==> src/rtl/uart_baud_gen_frac.sv <==
// ---------------------------------------------------------------------------
// uart_baud_gen_frac
//   Fractional baud-rate generator for the UART TX/RX datapaths.
//   The oversample period is a run-time integer + fractional divisor:
//   each period lasts active_int (+1 when the fractional accumulator carries),
//   so the long-run average is active_int + active_frac / 2^FRAC_W clocks.
//   OVERSAMPLE oversample ticks make one bit. Strobes are derived from these.
//
// Ports
//   clock        system clock
//   reset        asynchronous, active-low reset
//   enable       counting enable; low freezes all counters, strobes stay low
//   div_int      requested integer divisor (values < 2 behave as 2)
//   div_frac     requested fractional divisor (fraction = div_frac / 2^FRAC_W)
//   div_load     one-cycle strobe: capture div_int/div_frac into the shadow
//   sync_clear   synchronous phase restart (RX start-bit alignment)
//   tick_os      one-cycle oversample strobe
//   tick_mid     one-cycle strobe at mid-bit
//   tick_bit     one-cycle strobe at bit boundary
//   baud_clk     square wave, toggles together with tick_bit
//   load_pending shadow divisor captured but not yet active
// ---------------------------------------------------------------------------
module uart_baud_gen_frac #(
  parameter int DIV_W      = 16,
  parameter int FRAC_W     = 4,
  parameter int OVERSAMPLE = 16,
  parameter int RST_INT    = 27,
  parameter int RST_FRAC   = 2
) (
  input  logic              clock,
  input  logic              reset,
  input  logic              enable,
  input  logic [DIV_W-1:0]  div_int,
  input  logic [FRAC_W-1:0] div_frac,
  input  logic              div_load,
  input  logic              sync_clear,
  output logic              tick_os,
  output logic              tick_mid,
  output logic              tick_bit,
  output logic              baud_clk,
  output logic              load_pending
);

  localparam int OS_W = $clog2(OVERSAMPLE);

  localparam logic [DIV_W-1:0]  RST_INT_V  = DIV_W'(RST_INT);
  localparam logic [FRAC_W-1:0] RST_FRAC_V = FRAC_W'(RST_FRAC);
  localparam logic [OS_W-1:0]   OS_LAST    = OS_W'(OVERSAMPLE - 1);
  localparam logic [OS_W-1:0]   OS_HALF_M1 = OS_W'(OVERSAMPLE / 2 - 1);

  // One extra bit so a period of 2^DIV_W-1 plus a carry still fits.
  logic [DIV_W:0]    cnt_q, cnt_d;
  logic [FRAC_W-1:0] frac_acc_q, frac_acc_d;
  logic [OS_W-1:0]   os_cnt_q, os_cnt_d;

  logic [DIV_W-1:0]  act_int_q, act_int_d;
  logic [FRAC_W-1:0] act_frac_q, act_frac_d;
  logic [DIV_W-1:0]  shd_int_q, shd_int_d;
  logic [FRAC_W-1:0] shd_frac_q, shd_frac_d;
  logic              load_pending_q, load_pending_d;

  logic              tick_os_q, tick_os_d;
  logic              tick_mid_q, tick_mid_d;
  logic              tick_bit_q, tick_bit_d;
  logic              baud_clk_q, baud_clk_d;

  logic [DIV_W-1:0]  eff_int;
  logic [FRAC_W:0]   frac_sum;
  logic              carry;
  logic [DIV_W:0]    period_m1;
  logic              period_end;
  logic              os_last;
  logic              os_half;
  logic              bit_end;

  // Period arithmetic. The clamp is applied at use so a small RST_INT
  // parameter is covered as well as loaded values.
  always_comb begin
    eff_int    = (act_int_q < DIV_W'(2)) ? DIV_W'(2) : act_int_q;
    frac_sum   = {1'b0, frac_acc_q} + {1'b0, act_frac_q};
    carry      = frac_sum[FRAC_W];
    period_m1  = {1'b0, eff_int} + {{DIV_W{1'b0}}, carry} - (DIV_W+1)'(1);
    period_end = enable && (cnt_q == period_m1);
    os_last    = (os_cnt_q == OS_LAST);
    os_half    = (os_cnt_q == OS_HALF_M1);
    bit_end    = period_end && os_last;
  end

  always_comb begin
    cnt_d          = cnt_q;
    frac_acc_d     = frac_acc_q;
    os_cnt_d       = os_cnt_q;
    act_int_d      = act_int_q;
    act_frac_d     = act_frac_q;
    shd_int_d      = shd_int_q;
    shd_frac_d     = shd_frac_q;
    load_pending_d = load_pending_q;
    tick_os_d      = 1'b0;
    tick_mid_d     = 1'b0;
    tick_bit_d     = 1'b0;
    baud_clk_d     = baud_clk_q;

    if (sync_clear) begin
      // Phase restart: everything back to zero; a divisor presented in the
      // same cycle bypasses the shadow and becomes active straight away.
      cnt_d          = '0;
      frac_acc_d     = '0;
      os_cnt_d       = '0;
      baud_clk_d     = 1'b0;
      load_pending_d = 1'b0;
      if (div_load) begin
        act_int_d  = div_int;
        act_frac_d = div_frac;
        shd_int_d  = div_int;
        shd_frac_d = div_frac;
      end else if (load_pending_q) begin
        act_int_d  = shd_int_q;
        act_frac_d = shd_frac_q;
      end
    end else begin
      if (enable) begin
        if (period_end) begin
          cnt_d      = '0;
          frac_acc_d = frac_sum[FRAC_W-1:0];
          os_cnt_d   = os_cnt_q + OS_W'(1);
          tick_os_d  = 1'b1;
          tick_mid_d = os_half;
          tick_bit_d = os_last;
          if (os_last) baud_clk_d = ~baud_clk_q;
        end else begin
          cnt_d = cnt_q + (DIV_W+1)'(1);
        end
      end

      // Swap divisors only at a bit boundary, so the new rate starts with a
      // whole bit. While frozen there is no phase to protect: apply at once.
      if (load_pending_q && (!enable || bit_end)) begin
        act_int_d      = shd_int_q;
        act_frac_d     = shd_frac_q;
        load_pending_d = 1'b0;
      end

      // A fresh capture wins over the apply above: it stays pending.
      if (div_load) begin
        shd_int_d      = div_int;
        shd_frac_d     = div_frac;
        load_pending_d = 1'b1;
      end
    end
  end

  always_ff @(posedge clock or negedge reset) begin
    if (!reset) begin
      cnt_q          <= '0;
      frac_acc_q     <= '0;
      os_cnt_q       <= '0;
      act_int_q      <= RST_INT_V;
      act_frac_q     <= RST_FRAC_V;
      shd_int_q      <= RST_INT_V;
      shd_frac_q     <= RST_FRAC_V;
      load_pending_q <= 1'b0;
      tick_os_q      <= 1'b0;
      tick_mid_q     <= 1'b0;
      tick_bit_q     <= 1'b0;
      baud_clk_q     <= 1'b0;
    end else begin
      cnt_q          <= cnt_d;
      frac_acc_q     <= frac_acc_d;
      os_cnt_q       <= os_cnt_d;
      act_int_q      <= act_int_d;
      act_frac_q     <= act_frac_d;
      shd_int_q      <= shd_int_d;
      shd_frac_q     <= shd_frac_d;
      load_pending_q <= load_pending_d;
      tick_os_q      <= tick_os_d;
      tick_mid_q     <= tick_mid_d;
      tick_bit_q     <= tick_bit_d;
      baud_clk_q     <= baud_clk_d;
    end
  end

  assign tick_os      = tick_os_q;
  assign tick_mid     = tick_mid_q;
  assign tick_bit     = tick_bit_q;
  assign baud_clk     = baud_clk_q;
  assign load_pending = load_pending_q;

endmodule

==> config.mk <==
export PLATFORM = sky130hd
export DESIGN_NAME = uart_baud_gen_frac
export DESIGN_NICKNAME = d
export VERILOG_FILES = /design/src/rtl/uart_baud_gen_frac.sv
export SDC_FILE = /design/constraint.sdc
export NUM_CORES = 1
export LEC_CHECK = 0
export BUFFER_PORTS_ARGS = -buffer_cell sky130_fd_sc_hd__buf_2
export CAP_MARGIN = 20
export CORE_MARGIN = 1
export CORE_UTILIZATION = 30
export DETAILED_ROUTE_END_ITERATION = 6
export PLACE_DENSITY_LB_ADDON = 0.25
export SKIP_CTS_REPAIR_TIMING = 1
export SLEW_MARGIN = 20
export SYNTH_ARGS = -nofsm -noshare
export SYNTH_HDL_FRONTEND = slang
export SYNTH_SLANG_ARGS = --single-unit
==> constraint.sdc <==
create_clock -name clock -period 7.8 [get_ports clock]
set_input_delay 1.17 -clock clock [delete_from_list [all_inputs] [get_ports clock]]
set_output_delay 1.17 -clock clock [all_outputs]
set_load 0.1 [all_outputs]
==> qor.yml <==
drt:
  detail_route.first_pass.iterations: 4
  drcViolationCount: 0
  drt_iter0_markers: 90
  ant_nets: 0
  routed_wl_mm: 9.02
  wl_per_cell_um: 15.1
  via_per_inst: 4.98
  vias: 2966
global_routing:
  grt_antenna_before_repair: 0
  use_met3_pct: 3.90
  gr-total-overflow: 0
  grt_pass1_vias: 3018
  groute.usage.overall_pct: 14.0
  use_met1_pct: 18.1
  met2_usage_pct: 21.6
  grt_max_degree: 71
  grt_pass1_wl_mm: 15.6
  busiest_layer: "met2"
logic_synthesis:
  synth_edf_count: 0
  synth-async-reset-ratio_pct: 100
  synthTopCellsByArea: "dfrtp_1, mux2_2, dfstp_2, mux2_4, xnor2_1"
  synth_nets: 427
  ys_warn_count: 0
  syn_area_mm2: 0.00416
  synthCells: 393
  synth.distinct_cells: 54
  synth_top_flop_cell: "dfrtp_1"
  synth_top_area_share_pct: 36.1
  synth_top_cell_by_area: "dfrtp_1"
  ys_ff_latch: 70
  synth.avg_cell_area_um2: 10.6
  ys_seq_area_share_pct: 42.4
die:
  dieArea_mm2: 0.0143
  die_w_um: 120
  rows: 42
  fp.dieH_um: 120
  io_pins: 30
  design.core.area_mm2: 0.0134
  start_util_pct: 31.0
worst_setup_path:
  critPathBufInv: 1
  crit_path_end_kind: "flip-flop"
  critPathRequiredTime_ns: 8.02
  crit_chain: "or3_1, nor4_4, nand2_1, nand2_1, ha_1, ha_1, nand4_1, or4_1, a22oi_1, nand2_1, nand4b_4, o31ai_4, buf_4, mux2_4"
  path_class: "flip-flop to flip-flop"
  critical_path.top_delay_family: "simple AND/OR/NAND/NOR gates"
  cp_slowest_cell: "or4_1"
  cp_max_fo: 20
  max_stage_delay_ns: 0.54
  start_kind: "flip-flop"
  critPathArrivalTime_ns: 4.99
  crit_top_cell: "nand2_1"
timing:
  rsz0062_at_grt: "no"
  setup_violations: 0
  final-hold-violation-count: 0
  fin_crit_sh_pct: 61.2
  setup-tns-final_ns: 0
  finalCriticalPeriod_ns: 4.77
  timing.fmax_mhz: 210
  worst_slew_pin_slew_ns: 0.914
  slew_headroom_pct: 38.9
  clock_skew_ns: 0.00600
  slew_violations: 0
  worst_slack_ns: 3.03
power:
  p_leak_nw: 2.02
  ir_drop_mv: 0.126
  p_per_area_mw_per_mm2: 228
worst_hold_path:
  min_path_type: "flip-flop to flip-flop"
placement:
  dp_hpwl_mm: 6.42
  dp_slack_ns: 3.05
  port_buffers: 29
  gp_congestion: 0.823
clock_network:
  cts.reportedPaths.clkPinSlew_ns: 0.06
  cts_tree: "yes"
  cts_sinks: 70
  cts_buffers: 9
  insertion_delay_ns: 0.34
  cts.root.buffer_cell: "clkbuf_16"
  clk_path_buf_depth: 2
  cts_htree_levels: 3
final_layout:
  num-nets-final: 449
  drive_above_1_share_pct: 29.5
  final_util_pct: 35.6
  antenna_cells: 0
  final_common_cell: "dfrtp_1"
  area_growth_pct: 14.8
  layout_common_cells: "dfrtp_1, nor2_1, mux2_2"
run_status:
  outcome: "finished clean"
job:
  drv_cap: 0
[state kept, by name, summed over array words and instances, names as in the netlist, 4 cells and up]
name / cells
shd_frac_q: 4
cnt_q: 17
act_int_q: 16
shd_int_q: 16
os_cnt_q: 4
frac_acc_q: 4
act_frac_q: 4
[Yosys cell counts, types with 4 or more instances]
| cell type | number |
|---|---|
| dfrtp_1 | 60 |
| nor2_1 | 40 |
| mux2_2 | 36 |
| nand2_1 | 25 |
| xnor2_1 | 21 |
| inv_1 | 17 |
| mux2_4 | 16 |
| a21oi_1 | 15 |
| nand3_1 | 14 |
| mux2i_1 | 13 |
| clkbuf_1 | 11 |
| xor2_1 | 11 |
| dfstp_2 | 10 |
| nor3_1 | 9 |
| buf_2 | 8 |
| ha_1 | 8 |
| nand4_1 | 6 |
| o21ai_0 | 6 |
| or3_1 | 5 |
| a31oi_1 | 4 |
| and3_1 | 4 |
| or4_1 | 4 |
[layer usage]
| metal | vias to the layer above | wire length, µm |
|---|---|---|
| met5 | - | 0 |
| met4 | 0 | 249 |
| met3 | 24 | 351 |
| met2 | 51 | 4090 |
| met1 | 1450 | 4330 |
| li1 | 1441 | - |
[stage by stage]
| stage | power, mW | hold WS (ns) | area (µm²) | cells |
|---|---|---|---|---|
| floorplan | 0.598 | 0.440 | 4160 | 393 |
| CTS | 1.10 | 0.490 | 4770 | 596 |
| global route | 1.14 | 0.496 | 4770 | 596 |
| detailed placement | 0.650 | 0.480 | 4450 | 580 |
| global placement | 0.648 | 0.471 | 4440 | 579 |
| finish | 1.09 | 0.478 | 4770 | 596 |
[worst paths after layout]
kind	startpoint	endpoint	slack [ns]	depth (start not counted)
min in group asynchronous	reset	cnt_q[12]	1.05	2
max reg2reg	act_int_q[7]	act_int_q[8]	3.03	14
max in group asynchronous	reset	frac_acc_q[2]	6.16	2
min	os_cnt_q[3]	tick_mid	0.48	1
max	act_int_q[7]	act_int_q[8]	3.03	14
min reg2reg	os_cnt_q[3]	tick_mid	0.48	1
[where the power goes]
group          switching, mW  internal [mW]
combinational         0.0919         0.0973
clock                  0.165          0.281
sequential            0.0489          0.403
total                  0.305          0.781
[worst register-to-register path, delay by kind of cell, from the launching register on]
family	cells	cell delay (ns)
flip-flops	1	0.45
multiplexers	1	0.36
AND/OR/NAND/NOR	8	2.28
buffers and inverters	1	0.38
AO/OA/AOI/OAI	2	0.60
adder cells (fa/ha/maj)	2	0.59
[logic make-up (layout without fill, tap and decap cells)]
kind of cell             Yosys count  after routing  share of synthesized area [%]
AO/OA/AOI/OAI                     49             49                           8.21
AND/OR/NAND/NOR                  130            130                           17.1
buffers and inverters             38             65                           4.03
XOR/XNOR                          32             32                           6.74
flip-flops                        70             70                           42.4
adder cells (fa/ha/maj)            9              9                           2.89
multiplexers                      65             65                           18.6
[area by class of cell]
class                           count  area, µm²
Timing Repair Buffer               32        168
Inverter                           17       63.8
Fill cell                        1342       8630
Multi-Input combinational cell    285       2230
Tap cell                          176        220
Sequential cell                    70       1760
Clock buffer                        9        225
Clock inverter                      7       98.8
No activity file was read; power rests on OpenSTA's default activity.
